--- config.mk ---
export PLATFORM = sky130hd
export DESIGN_NAME = spi_master
export DESIGN_NICKNAME = d
export VERILOG_FILES = /design/src/rtl/spi_master.sv
export SDC_FILE = /design/constraint.sdc
export NUM_CORES = 1
export LEC_CHECK = 0
export ABC_AREA = 1
export CORE_MARGIN = 10
export CORE_UTILIZATION = 45
export DETAILED_ROUTE_END_ITERATION = 10
export HOLD_SLACK_MARGIN = 0.15
export PLACE_DENSITY = 0.71
export SLEW_MARGIN = 20
export SYNTH_ARGS = -nofsm -noshare
export SYNTH_HDL_FRONTEND = slang
export SYNTH_SLANG_ARGS = --single-unit
--- constraint.sdc ---
create_clock -name clk -period 1.8 [get_ports clk]
set_input_delay 0.36 -clock clk [delete_from_list [all_inputs] [get_ports clk]]
set_output_delay 0.36 -clock clk [all_outputs]
set_load 0.1 [all_outputs]
--- src/rtl/spi_master.sv ---
// spi_master: single-clock SPI master for 10-bit command frames.
// One bit moves per clk cycle. There is no SCLK output because the slave
// runs on the same clock. Frames of type 2'b11 (read data) are followed by
// a turnaround and an 8-bit MISO reply, which is delivered on rsp_data
// together with a one-cycle rsp_valid pulse.
// Optional feature macro: SPI_MASTER_ABORT_EN. When it is defined, the module
// gains an abort input that ends an in-flight frame early.
module spi_master #(
  parameter int TURN_CYCLES = 2,
  parameter int GAP_CYCLES  = 1
) (
  input  logic       clk,
  input  logic       rst,
  input  logic       cmd_valid,
  output logic       cmd_ready,
  input  logic [9:0] cmd_data,
  output logic       rsp_valid,
  output logic [7:0] rsp_data,
  output logic       busy,
  output logic       SS_n,
  output logic       MOSI,
  input  logic       MISO
`ifdef SPI_MASTER_ABORT_EN
  ,
  input  logic       abort
`endif
);

  localparam logic [3:0] TURN_LAST = 4'(TURN_CYCLES - 1);
  localparam logic [3:0] GAP_LAST  = 4'(GAP_CYCLES - 1);

  typedef enum logic [2:0] {
    S_IDLE,
    S_START,
    S_SHIFT_OUT,
    S_TURN,
    S_SHIFT_IN,
    S_GAP
  } state_t;

  state_t      r_state;
  logic [3:0]  r_cnt;
  logic [9:0]  r_sh_out;
  logic [7:0]  r_sh_in;
  logic        r_is_rd;
  logic        w_abort;

`ifdef SPI_MASTER_ABORT_EN
  assign w_abort = abort;
`else
  assign w_abort = 1'b0;
`endif

  // Frame sequencer. Every output is registered and is set to the value it
  // must have in the state being entered.
  always_ff @(posedge clk) begin
    if (rst) begin
      r_state   <= S_IDLE;
      r_cnt     <= 4'd0;
      SS_n      <= 1'b1;
      MOSI      <= 1'b0;
      cmd_ready <= 1'b0;
      rsp_valid <= 1'b0;
      rsp_data  <= 8'h00;
      busy      <= 1'b0;
    end else begin
      rsp_valid <= 1'b0;
      if (w_abort && (r_state inside {S_START, S_SHIFT_OUT, S_TURN, S_SHIFT_IN})) begin
        // An abort drops select right away and still keeps the normal gap.
        r_state   <= S_GAP;
        r_cnt     <= 4'd0;
        SS_n      <= 1'b1;
        MOSI      <= 1'b0;
        cmd_ready <= 1'b0;
        busy      <= 1'b1;
      end else begin
        case (r_state)
          S_IDLE: begin
            SS_n      <= 1'b1;
            MOSI      <= 1'b0;
            busy      <= 1'b0;
            cmd_ready <= 1'b1;
            if (cmd_valid && cmd_ready) begin
              r_sh_out  <= cmd_data;
              r_is_rd   <= (cmd_data[9:8] == 2'b11);
              r_state   <= S_START;
              SS_n      <= 1'b0;
              cmd_ready <= 1'b0;
              busy      <= 1'b1;
            end
          end
          S_START: begin
            // Put the MSB on the line for the first SHIFT_OUT cycle.
            MOSI     <= r_sh_out[9];
            r_sh_out <= {r_sh_out[8:0], 1'b0};
            r_cnt    <= 4'd0;
            r_state  <= S_SHIFT_OUT;
          end
          S_SHIFT_OUT: begin
            if (r_cnt == 4'd9) begin
              r_cnt <= 4'd0;
              MOSI  <= 1'b0;
              if (r_is_rd) begin
                r_state <= S_TURN;
              end else begin
                r_state <= S_GAP;
                SS_n    <= 1'b1;
              end
            end else begin
              MOSI     <= r_sh_out[9];
              r_sh_out <= {r_sh_out[8:0], 1'b0};
              r_cnt    <= r_cnt + 4'd1;
            end
          end
          S_TURN: begin
            if (r_cnt == TURN_LAST) begin
              r_cnt   <= 4'd0;
              r_state <= S_SHIFT_IN;
            end else begin
              r_cnt <= r_cnt + 4'd1;
            end
          end
          S_SHIFT_IN: begin
            // The first sample shifts all the way up to bit 7.
            r_sh_in <= {r_sh_in[6:0], MISO};
            if (r_cnt == 4'd7) begin
              rsp_data  <= {r_sh_in[6:0], MISO};
              rsp_valid <= 1'b1;
              r_cnt     <= 4'd0;
              r_state   <= S_GAP;
              SS_n      <= 1'b1;
            end else begin
              r_cnt <= r_cnt + 4'd1;
            end
          end
          S_GAP: begin
            if (r_cnt == GAP_LAST) begin
              r_cnt     <= 4'd0;
              r_state   <= S_IDLE;
              cmd_ready <= 1'b1;
              busy      <= 1'b0;
            end else begin
              r_cnt <= r_cnt + 4'd1;
            end
          end
          default: begin
            r_state   <= S_IDLE;
            r_cnt     <= 4'd0;
            SS_n      <= 1'b1;
            MOSI      <= 1'b0;
            cmd_ready <= 1'b0;
            busy      <= 1'b0;
          end
        endcase
      end
    end
  end

endmodule

==> metrics <==
total standard cell area after synthesis 0.00180 mm2; worst hold stages 0; final max-slew violation count 0; Final period util 0.882; run status finished, final reports clean; Cell Rows 22; worst-case headroom to the max-slew limit 0.801; initial detailed-routing violation count 121; vias 1472; setup tns final 0 ns; start point of the worst min-delay path r_sh_in[0]$_DFFE_PP_; clock latency at the later pin of the worst-skew pair 0.29 ns; growth of design area from synthesis to finish 34.2%; number of buffers inserted during clock tree synthesis 5; number of cells on the worst reg-to-reg path 3; final HPWL from detailed placement just under 3000 um; Sink Count 38; core region area 0.00377 mm2; upper clock frequency limit 630 MHz; share of the yosys chip area belonging to registers 0.524; final hold vios 0; post_cts resized 0; CTS tree built; PD cells about 1400 mW/mm2; gr ovfl total 0; buffer type at the clock tree root sky130_fd_sc_hd__clkbuf_8; height of the die 83.2 um; vias per cell 4.94; RSZ-0062 raised after global routing false; ANT cells 0; synthesized net count around 230; capture point of the worst reg-to-reg path r_sh_out[3]$_DFFE_PP_; number of filler cells placed in the layout 320; worst hold slack 0.461 ns; required time reported for the critical path endpoint 1.84 ns; CP Launch Type flip-flop; critical setup path kind flip-flop to flip-flop; via count of the first global-routing pass ~1500; skew final 0.00628 ns; GRT Overall Usage 0.118; fraction of final layout cells with drive strength greater than 1 0.192; post-layout net count 269; gp weighted congestion just over 0.9; class of the tightest hold or removal check flip-flop to flip-flop; post-DR wirelength/cell about 13 um; starting density of the core 0.476; Syn Area/Cell between 8 and 9 um2; area used by multi-input combinational logic 757 um2; final routed DRC violation total 0; arrival time worst endpoint 1.63 ns; IO buf count 26; number of buffers between clock root and the deepest sink 2; first-pass GRT wire length 6910 um; Register Area 942 um2; measured slew at the worst slew-check pin around 0.3 ns; detailed-routing iteration count for the pre-antenna-repair pass 4; Reg clk slew, reported paths 0.08 ns; Total Routed Length 3990 um; Final setup viols 0; launch instance of the worst register-to-register path r_state[1]$_SDFFE_PP0P_; count of unique library cells instantiated by Yosys 21; synthesized instance count about 210; number of hold buffers added after cts 0; Seq cells post-synth 38; largest fanout on the critical path 10; largest net degree at the start of global routing 16; number of antenna violations at the first check in global routing 0; highest ir drop seen on vdd 1.05 mV; postcts setup bufs 0; crit path time final between 1.5 and 2 ns; R2R Setup Slk 0.21 ns; die boundary width 83.2 um; static leakage power 1.03 nW; post-route antenna net violation count 0; number of top-level pins 27; max-cap viol count 0; number of warnings reported in the yosys synthesis log 0; maximum level of the CTS H-tree 2; Die Footprint 0.00692 mm2; Worst Hold Endpoint r_sh_in[1]$_DFFE_PP_; Crit. End Element flip-flop
==> registers in the layout (all words and copies together), names as in the netlist <==
register and cells:
r_sh_out 10, MOSI 1, r_sh_in 7, rsp_valid 1, r_state 3, rsp_data 8
SS_n 1, cmd_ready 1, r_is_rd 1, r_cnt 4, busy 1
==> kinds of logic (layout without fill, tap and decap cells) <==
| logic type | after synthesis | in the layout | synth area share |
|---|---|---|---|
| muxes | 9 | 9 | 0.0564 |
| AOI/OAI and AO/OA | 20 | 20 | 0.0558 |
| DFF | 38 | 38 | 0.524 |
| and+or+nand+nor | 112 | 112 | 0.266 |
| buffers and inverters | 27 | 65 | 0.0564 |
| adders and majority gates | 6 | 6 | 0.0418 |
==> synth_stat cells, drive strengths merged <==
library cell	number	area, um2
inv	25	93.8
mux2	9	101
nand2	44	178
nand3	11	55.1
ha	6	75.1
dfxtp	20	400
nand4	3	18.8
or2	1	6.26
nand3b	1	7.51
o21ai	12	60.1
clkbuf	2	7.51
nor3	1	10.0
edfxtp	18	541
a21oi	8	40.0
nor2	51	201
==> cells in the final DEF, fill, tap and decap left out, drive strengths merged <==
cell type      count
nor2              51
nand2             44
dfxtp             20
clkbuf             6
o21ai             12
mux2               9
nand3b             1
buf               19
clkinvlp           2
nand4              3
edfxtp            18
nor3               1
ha                 6
nand3             11
a21oi              8
clkdlybuf4s50     13
or2                1
inv               25
==> per-layer routing <==
layer,routed length [um],track usage,vias up
met3,243,0.0488,9
met1,1750,0.138,673
met5,0,0,-
li1,-,-,756
met4,61,0.0415,0
met2,1930,0.189,34
==> how the worst max path moves through the flow <==
stage,slack [ns],cells after the start,endpoint,start
finish,0.21,3,r_sh_out[3]$_DFFE_PP_,r_state[1]$_SDFFE_PP0P_
global route,0.09,6,r_sh_out[3]$_DFFE_PP_,r_state[1]$_SDFFE_PP0P_
CTS,0.20,3,r_sh_out[3]$_DFFE_PP_,r_state[1]$_SDFFE_PP0P_
detailed placement,0.14,6,r_sh_out[5]$_DFFE_PP_,cmd_valid
global placement,0.15,6,r_sh_out[5]$_DFFE_PP_,cmd_valid
floorplan,0.13,4,r_sh_out[0]$_SDFFCE_PN0P_,cmd_ready$_SDFFE_PP0P_
==> where the power goes <==
part	internal, mW	switching [mW]	leakage [nW]
Sequential	1.10	0.103	0.328
Clock	0.356	0.319	0.0486
Combinational	0.557	0.884	0.651
==> critical path: stages, from the launching register on <==
cell and delay [ns]:
sky130_fd_sc_hd__dfxtp_1 0.50, sky130_fd_sc_hd__nand3_1 0.26, sky130_fd_sc_hd__nand2_4 0.22, sky130_fd_sc_hd__mux2_2 0.36
==> through the flow <==
step	utilization	cell area [um2]	worst slack [ns]	total power [mW]	instances
final	0.639	2410	0.212	3.32	298
after global routing	0.639	2410	0.0899	3.55	298
after CTS	0.639	2410	0.200	3.35	298
after detailed placement	0.610	2300	0.136	2.67	290
after global placement	0.610	2300	0.147	2.66	290
after floorplan	-	1800	0.133	2.21	212
==> layout make-up <==
class / count / area share
inverters: 25 / 0.0389
flip-flops and latches: 38 / 0.391
clock inverters: 2 / 0.00623
multi-input cells: 147 / 0.314
clock buffers: 6 / 0.0389
repair buffers: 32 / 0.186
well taps: 48 / 0.0249
(Power assumes the default switching activity.)
